===== config.mk =====
export PLATFORM = sky130hd
export DESIGN_NAME = cnn_stage_scheduler
export DESIGN_NICKNAME = d
export VERILOG_FILES = /design/src/rtl/cnn_stage_scheduler.sv
export SDC_FILE = /design/constraint.sdc
export NUM_CORES = 1
export LEC_CHECK = 0
export ABC_AREA = 1
export CORE_MARGIN = 3
export CORE_UTILIZATION = 55
export CTS_BUF_LIST = sky130_fd_sc_hd__clkbuf_4
export CTS_CLUSTER_DIAMETER = 150
export DETAILED_ROUTE_END_ITERATION = 10
export DONT_BUFFER_PORTS = 1
export MAX_ROUTING_LAYER = met4
export PLACE_DENSITY = 0.72
export SYNTH_ARGS = -nofsm -noshare
export SYNTH_HDL_FRONTEND = slang
export SYNTH_SLANG_ARGS = --single-unit

===== constraint.sdc =====
create_clock -name clk -period 2.7 [get_ports clk]
set_input_delay 0.54 -clock clk [delete_from_list [all_inputs] [get_ports clk]]
set_output_delay 0.54 -clock clk [all_outputs]
set_load 0.02 [all_outputs]

===== src/rtl/cnn_stage_scheduler.sv =====
// cnn_stage_scheduler
//   Runtime-programmable sequencer for the CNN conv/ReLU/pool stage chain. Stages are
//   released from reset one at a time, in order. A stage ends on its own completion
//   strobe or when its latched cycle budget expires. start/busy/done handshake plus abort.
//
// Optional feature: define SCHED_PERF_EN to build the run cycle counter behind perf_cycles.
// Without it, perf_cycles is tied to zero.
//
// Ports
//   clk            system clock, rising edge
//   reset          synchronous, active-high
//   start          run request, only sampled in idle
//   abort          cancel the current run (wins over start)
//   stage_budget   per-stage cycle budget, stage i at [i*CNT_W +: CNT_W], latched on start
//   stage_done     per-stage early-completion strobe
//   stage_rst      1 = hold stage i in reset
//   stage_idx      active stage index (0 when not running)
//   busy           high from load through the last run cycle
//   done           one-cycle pulse on normal completion
//   timeout_flags  sticky, stage i ended by budget rather than by stage_done
//   perf_cycles    cycles from load through done (SCHED_PERF_EN only)
module cnn_stage_scheduler #(
    parameter int unsigned NUM_STAGES = 9,
    parameter int unsigned CNT_W      = 20,
    parameter int unsigned IDX_W      = 4
) (
    input  logic                        clk,
    input  logic                        reset,
    input  logic                        start,
    input  logic                        abort,
    input  logic [NUM_STAGES*CNT_W-1:0] stage_budget,
    input  logic [NUM_STAGES-1:0]       stage_done,
    output logic [NUM_STAGES-1:0]       stage_rst,
    output logic [IDX_W-1:0]            stage_idx,
    output logic                        busy,
    output logic                        done,
    output logic [NUM_STAGES-1:0]       timeout_flags,
    output logic [31:0]                 perf_cycles
);

    typedef enum logic [1:0] {StIdle, StLoad, StRun, StDone} state_e;

    state_e                  state_q, state_d;
    logic [NUM_STAGES-1:0]   stage_rst_q, stage_rst_d;
    logic [IDX_W-1:0]        stage_idx_q, stage_idx_d;
    logic                    busy_q, busy_d;
    logic                    done_q, done_d;
    logic [NUM_STAGES-1:0]   flags_q, flags_d;
    logic [CNT_W-1:0]        cnt_q, cnt_d;
    logic [CNT_W-1:0]        budget_q [NUM_STAGES];
    logic [CNT_W-1:0]        budget_d [NUM_STAGES];

    logic                    cur_done;
    logic                    cur_expired;
    logic                    is_last;
    logic [IDX_W-1:0]        idx_nxt;

    assign cur_done    = stage_done[stage_idx_q];
    assign cur_expired = (cnt_q >= budget_q[stage_idx_q]);
    assign is_last     = (stage_idx_q == IDX_W'(NUM_STAGES - 1));
    assign idx_nxt     = stage_idx_q + IDX_W'(1);

    always_comb begin
        state_d     = state_q;
        stage_rst_d = stage_rst_q;
        stage_idx_d = stage_idx_q;
        busy_d      = busy_q;
        done_d      = 1'b0;
        flags_d     = flags_q;
        cnt_d       = cnt_q;
        budget_d    = budget_q;

        unique case (state_q)
            StIdle: begin
                if (start && !abort) begin
                    state_d     = StLoad;
                    busy_d      = 1'b1;
                    stage_rst_d = '1;
                    stage_idx_d = '0;
                    flags_d     = '0;
                    cnt_d       = '0;
                    // Latch on acceptance so budget changes after start never reach this run.
                    for (int unsigned i = 0; i < NUM_STAGES; i++) begin
                        budget_d[i] = stage_budget[i*CNT_W +: CNT_W];
                    end
                end
            end
            StLoad, StRun: begin
                if (abort) begin
                    // Partial timeout flags are kept for post-mortem.
                    state_d     = StIdle;
                    busy_d      = 1'b0;
                    stage_rst_d = '1;
                    stage_idx_d = '0;
                    cnt_d       = '0;
                end else if (state_q == StLoad) begin
                    state_d        = StRun;
                    stage_rst_d[0] = 1'b0;
                end else if (cur_done || cur_expired) begin
                    // stage_done beats budget expiry in the same cycle: no flag.
                    if (!cur_done) begin
                        flags_d[stage_idx_q] = 1'b1;
                    end
                    cnt_d = '0;
                    if (is_last) begin
                        state_d     = StDone;
                        busy_d      = 1'b0;
                        done_d      = 1'b1;
                        stage_rst_d = '0;
                        stage_idx_d = '0;
                    end else begin
                        // Earlier stages stay released so their outputs remain valid.
                        stage_idx_d          = idx_nxt;
                        stage_rst_d[idx_nxt] = 1'b0;
                    end
                end else begin
                    cnt_d = cnt_q + CNT_W'(1);
                end
            end
            StDone: begin
                state_d = StIdle;
            end
            default: begin
                state_d = StIdle;
            end
        endcase
    end

    always_ff @(posedge clk) begin
        if (reset) begin
            state_q     <= StIdle;
            stage_rst_q <= '1;
            stage_idx_q <= '0;
            busy_q      <= 1'b0;
            done_q      <= 1'b0;
            flags_q     <= '0;
            cnt_q       <= '0;
            for (int unsigned i = 0; i < NUM_STAGES; i++) begin
                budget_q[i] <= '0;
            end
        end else begin
            state_q     <= state_d;
            stage_rst_q <= stage_rst_d;
            stage_idx_q <= stage_idx_d;
            busy_q      <= busy_d;
            done_q      <= done_d;
            flags_q     <= flags_d;
            cnt_q       <= cnt_d;
            budget_q    <= budget_d;
        end
    end

    assign stage_rst     = stage_rst_q;
    assign stage_idx     = stage_idx_q;
    assign busy          = busy_q;
    assign done          = done_q;
    assign timeout_flags = flags_q;

`ifdef SCHED_PERF_EN
    logic [31:0] perf_q, perf_d;

    // Cleared on entry to load, then counts every load/run/done cycle, saturating.
    always_comb begin
        perf_d = perf_q;
        if (state_q == StIdle) begin
            if (start && !abort) begin
                perf_d = '0;
            end
        end else if (perf_q != '1) begin
            perf_d = perf_q + 32'd1;
        end
    end

    always_ff @(posedge clk) begin
        if (reset) begin
            perf_q <= '0;
        end else begin
            perf_q <= perf_d;
        end
    end

    assign perf_cycles = perf_q;
`else
    assign perf_cycles = '0;
`endif

endmodule

Yosys cells after proc, flatten, opt, wreduce, memory -nomap -nowiden:

Cells that the tools add are included.

* add/subtract/negate cells: 2
* multipliers: 0
* divide/modulo/power cells: 0
* $lt $le $gt $ge: 6
* eq/ne operators: 14
* shifts and indexed selects: 0
* muxes and demuxes: 46
* bitwise operators: 6
* reduce and logical (&&, ||, !) cells: 16

Operators with widths (count)
* 20-bit 2-to-1 mux: 6
* 9-bit 2-to-1 mux: 9
* 20-bit binary-select mux with 4-bit select: 1
* 20-bit case mux with 2 select lines: 1
* 9-bit case mux with 2 select lines: 2
* 20-bit by 1-bit adder with 20-bit output (second input constant): 1
* 20-bit >= comparator: 1
* 4-bit 2-to-1 mux: 5
* 4-bit by 5-bit less-than comparator with 1-bit output (second input constant): 2
* 1-bit 2-to-1 mux: 10
* 2-bit 2-to-1 mux: 5
* 2-bit inequality test (second input constant): 5
* 9-bit AND: 1
* 3-bit inequality test (second input constant): 3
* 9-bit inverter: 1
* 9-bit bitwise OR: 1
* 3-bit AND reduction: 3
* 1-bit demux with 4-bit select: 2
* 4-bit by 1-bit >= comparator with 1-bit output (second input constant): 2
* 8-bit 2-to-1 mux: 1
* 4-bit inequality test (second input constant): 2
* 4-bit case mux with 2 select lines: 1
* 2-bit case mux with 3 select lines: 1
* 6-bit AND reduction: 1
* other kinds (19): 23

* bits in registers: 226
* bits in latches: 0
* RAM bits: 0
* ROM bits: 0
* bits of input ports: 193
* memories kept: 0

Logic depth before layout (Yosys ltp):

Gate-level depths: netlist (run 1).

* word-level depth: 12
* gate-level depth with buffers: 24

Least setup slack after synthesis (run 1):

No wires, ideal clock.

* path type: flip-flop to flip-flop
* from: register stage_idx_q[2] (netlist: stage_idx[2])
* to: register stage_idx_q[0] (netlist: stage_idx[0])
* data arrival time: 2.821 ns
* path slack: -0.237 ns
* stages on the path, launching flop included: 21
* clock period less this slack: 2.937 ns
* cell sequence: dfxtp_1 > inv_1 > nor2_1 > buf_2 > buf_1 > a221oi_1 > nor3_1 > nor2_1 > ha_1 > a21o_1 > nor2_1 > nand2_1 > nand2_1 > nand2_1 > nor2_4 > nand3_2 > nand2_4 > inv_2 > buf_6 > nor2_1 > nor2_1

* cells in the longest elaborated chain, start to end: 8
* elaborated cells on any way between the ends: 16
* those cells by class: order compare: 1; eq/ne: 2; mux: 10; bitwise: 1; reduce/logical: 2

Ends and longest elaborated chain
* from (decl): RTL line 45 `logic [IDX_W-1:0] stage_idx_q, stage_idx_d;`
* from (signal assigned): RTL line 144 `stage_idx_q <= stage_idx_d;`
* 4-bit inverter with 5-bit output (not written as such): RTL line 59 `assign cur_expired = (cnt_q >= budget_q[stage_idx_q]);`
* 20-bit binary-select mux with 4-bit select: RTL line 59
* 20-bit 2-to-1 mux (not written as such) (2 in a row): RTL line 59
* 20-bit >= comparator: RTL line 59
* 1-bit logical OR: RTL line 99 `end else if (cur_done || cur_expired) begin`
* 3-bit inequality test (no line)
* 4-bit AND reduction (no line)

Parallel ways exist; a longest one is shown, timed or not. The select of a mux whose other input is x is not followed.
A chain may end at the register's enable or synchronous reset.

Final worst setup path (run 1):

* from: register stage_idx_q[3] (netlist: stage_idx[3])
* to: register cnt_q[12]

* cells in the longest elaborated chain, start to end: 10
* elaborated cells on any way between the ends: 12
* those cells by class: order compare: 1; mux: 9; bitwise: 1; reduce/logical: 1

Ends and longest elaborated chain
* 4-bit inverter with 5-bit output (not written as such): RTL line 59
* 20-bit binary-select mux with 4-bit select: RTL line 59
* 20-bit 2-to-1 mux (not written as such) (2 in a row): RTL line 59
* 20-bit >= comparator: RTL line 59
* 1-bit logical OR *: RTL line 99
* 20-bit 2-to-1 mux *: RTL line 99
* 20-bit 2-to-1 mux *: RTL line 96 `end else if (state_q == StLoad) begin`
* 20-bit 2-to-1 mux *: RTL line 89 `if (abort) begin`
* 20-bit case mux with 2 select lines *: RTL line 73 `unique case (state_q)`
* to (signal assigned): RTL line 148 `cnt_q <= cnt_d;`
* to (decl): RTL line 49 `logic [CNT_W-1:0] cnt_q, cnt_d;`

Mark *: on every way between the ends. The rest lies on a longest branch, timed or not. The select of a mux whose other input is x is not followed.

==> impl_metrics.tcl, run 1 <==
set metrics [dict create \
    outcome "complete, but fails checks" \
    violations "negative setup slack" \
    hold_class "in2reg" \
    viasPerCell 5.59 \
    hold_violations 0 \
    syn_to_final_growth_pct 23.0 \
    initial_core_util_pct 56.8 \
    cp-end-kind "flop" \
    ant_nets 0 \
    fin_nets 1763 \
    routed_wl_microns 33800 \
    n_fill_cell 1526 \
    htreeDepth 2 \
    synth_cells 1485 \
    worstPathRequired_ns 3.31 \
    globalplace.congestion 0.923 \
    regArea_sq_mm 0.00453 \
    setup_ws_ns -0.439 \
    cts_inserted_buffers 59 \
    vias 10300 \
    crit_type "reg2reg" \
    drc_errors 0 \
    synth-xor-area-share_pct 1.06 \
    worstHoldPathCells 2 \
    seq_area_frac_synth_pct 42.0 \
    final_cell_mix "235 x inv_1, 229 x a21oi_1, 223 x dfxtp_1" \
    period_minus_slack_ns 3.14 \
    worst_pin_slew_ns 0.615 \
    grt.overflow.total 0 \
    rsz0062_at_grt "yes" \
    fmax_mhz 319 \
    drt_pre_antenna_iters 6 \
    reg2reg_depth 24 \
    start_kind "flop" \
    drt_iter0_markers 967 \
    worst_ir_drop_vdd_mv 0.644 \
    root_buffer "clkbuf_4" \
    multi_input_area_sq_mm 0.00553 \
    coreArea_sq_mm 0.0190 \
    cp.arrival_ns 3.75 \
    total_power_mw 13.5 \
    syn_avg_cell_area_sq_um 7.25 \
    finalCritPeriodShare_pct 116 \
    wl_per_cell_microns 18.3 \
    pin_count 249 \
    grt_pass1_vias 9914 \
    layout_commonest_cell "inv_1" \
    die_width_microns 146 \
    grt_antenna_before_repair 1 \
    dpl.cell_count 1714 \
    synth_compound_area_share_pct 27.3 \
    ys_ff_latch 226 \
    synth_top_family_by_area "compound AO/OA/AOI/OAI gates" \
    p_per_area_mw_per_mm2 1020 \
    clkTransAtPathRegs_ns 0.07 \
    drive_gt1_share_pct 20.3 \
    setup_viol 46 \
    finalNonFillerCells 1850 \
    synth_adder_area_share_pct 3.37 \
    drv_slew 0 \
    place_hpwl_microns 22900 \
    portBuffers 0 \
    cts_tree "built" \
    synthSimpleGateAreaFrac_pct 11.9 \
    rows 50 \
    dieHeight_microns 146 \
    synth.area.mux_share_pct 0 \
    synthDistinctLibCells 33 \
    netlist_area_sq_mm 0.0108 \
    die-area_sq_mm 0.0213 \
    cp_max_fo 7 \
    cts_buffer_depth 3 \
    maxCapViolations 0 \
    yosys_warnings 0 \
    grt_max_degree 117 \
    grt_pass1_wl_microns 50800 \
    cellLeakagePower_nw 5.15 \
    grtUsageTotal_pct 30.4 \
    clock-sinks 226 \
    insertion_delay_ns 0.70 \
    clock_skew_ns 0.0530 \
    whs_ns 0.0464 \
    slew_headroom_pct 59.0 \
]
cells in the mapped netlist (all sizes together):
cell / instances / area share (%)
a21oi: 246 / 11
clkbuf: 86 / 3.0
o211ai: 20 / 1.4
xor2: 11 / 0.90
a221oi: 40 / 3.3
nand3: 39 / 1.9
inv: 241 / 8.4
conb: 1 / 0.035
nor3: 32 / 1.7
nand2: 139 / 4.9
dfxtp: 226 / 42
or2: 2 / 0.12
o31ai: 1 / 0.070
o21ai: 238 / 11
a21o: 1 / 0.070
nand4: 6 / 0.35
nor2: 79 / 2.8
xnor2: 2 / 0.16
nand3b: 1 / 0.070
buf: 45 / 2.9
ha: 29 / 3.4
power by group:
group          switching, mW  internal, mW  total, mW
combinational           3.74          2.38       6.12
clock                   1.43          1.60       3.03
sequential             0.401          3.92       4.32
total                   5.57          7.91       13.5
what timing repair did:
item	in CTS	in global routing
gates resized for setup	124	74
setup buffers	13	10
endpoints found under the setup margin	46	46
hold buffers	1	0
cloned	6	2
endpoints found under the hold margin	5	0
pin swaps	25	32
cell families after synthesis:
group,count (synthesis)
compound gates,546
xor+xnor,13
fa+ha+maj,29
buf+inv,372
flops,226
other cells,1
simple gates,298
sequential cells by signal, indices dropped and copies added, names as in the netlist:
signal,cells
budget_q,180
busy,1
cnt_q,20
done,1
stage_idx,4
stage_rst,9
state_q,2
timeout_flags,9
metal layers:
layer	up-vias	part of all wire [%]	GRT usage, %
li1	5014	-	-
met2	443	50	51.3
met5	-	0	-
met1	4795	39	36.3
met3	90	7.5	5.57
met4	0	3.8	11.3
per-stage QoR:
step	instance area, sq um	setup slack [ns]	TNS, ns	utilization, %
after floorplan	10900	0.0193	0	-
after global placement	11300	-0.471	-16.71	59.5
after detailed placement	11300	-0.511	-18.82	59.5
after CTS	12900	-0.221	-7.14	67.8
after global routing	13200	-0.563	-22.90	69.8
final	13200	-0.439	-16.07	69.8
worst paths after layout:
path | startpoint | end | slack [ns]
setup / recovery | stage_idx[3] | cnt_q[12] | -0.44
hold / removal | stage_budget[138] | budget_q[58] | 0.05
hold reg to reg | budget_q[102] | budget_q[102] | 0.44
setup reg to reg | stage_idx[3] | cnt_q[12] | -0.44
final cells by class:
class / instances / area share (%)
Antenna cell: 1 / 0.0189
Clock buffer: 96 / 5.44
Clock inverter: 13 / 0.444
Inverter: 241 / 6.99
Multi-Input combinational cell: 919 / 41.8
Sequential cell: 226 / 34.2
Tap cell: 260 / 2.46
Timing Repair Buffer: 93 / 8.53
Timing Repair inverter: 1 / 0.123
worst max-delay path: stages (launching register included):
cell	delay (ns)
dfxtp_2	0.36
buf_6	0.13
inv_4	0.04
nor2_4	0.18
buf_12	0.16
buf_8	0.13
a221oi_4	0.08
nor3_2	0.29
nor2_1	0.09
ha_1	0.33
nand2_1	0.07
inv_1	0.05
nand2_1	0.06
nand2_1	0.05
nand2_1	0.05
nand2_1	0.05
nand2_1	0.08
nand2_2	0.08
nor2_4	0.15
nand3_4	0.11
nand2_8	0.12
buf_12	0.12
clkinv_8	0.06
buf_6	0.12
nor2_1	0.11
Power figures use the tool's default switching activity.
==> run 2, diff against run 1 <==
--- a/config.mk
+++ b/config.mk
@@ -6,6 +6,7 @@
 export NUM_CORES = 1
 export LEC_CHECK = 0
 export ABC_AREA = 1
+export ABC_CLOCK_PERIOD_IN_PS = 2700
 export CORE_MARGIN = 3
 export CORE_UTILIZATION = 55
 export CTS_BUF_LIST = sky130_fd_sc_hd__clkbuf_4
==> results of run 2 <==
The final DEF is identical to that of run 1; final timing and power are the same.
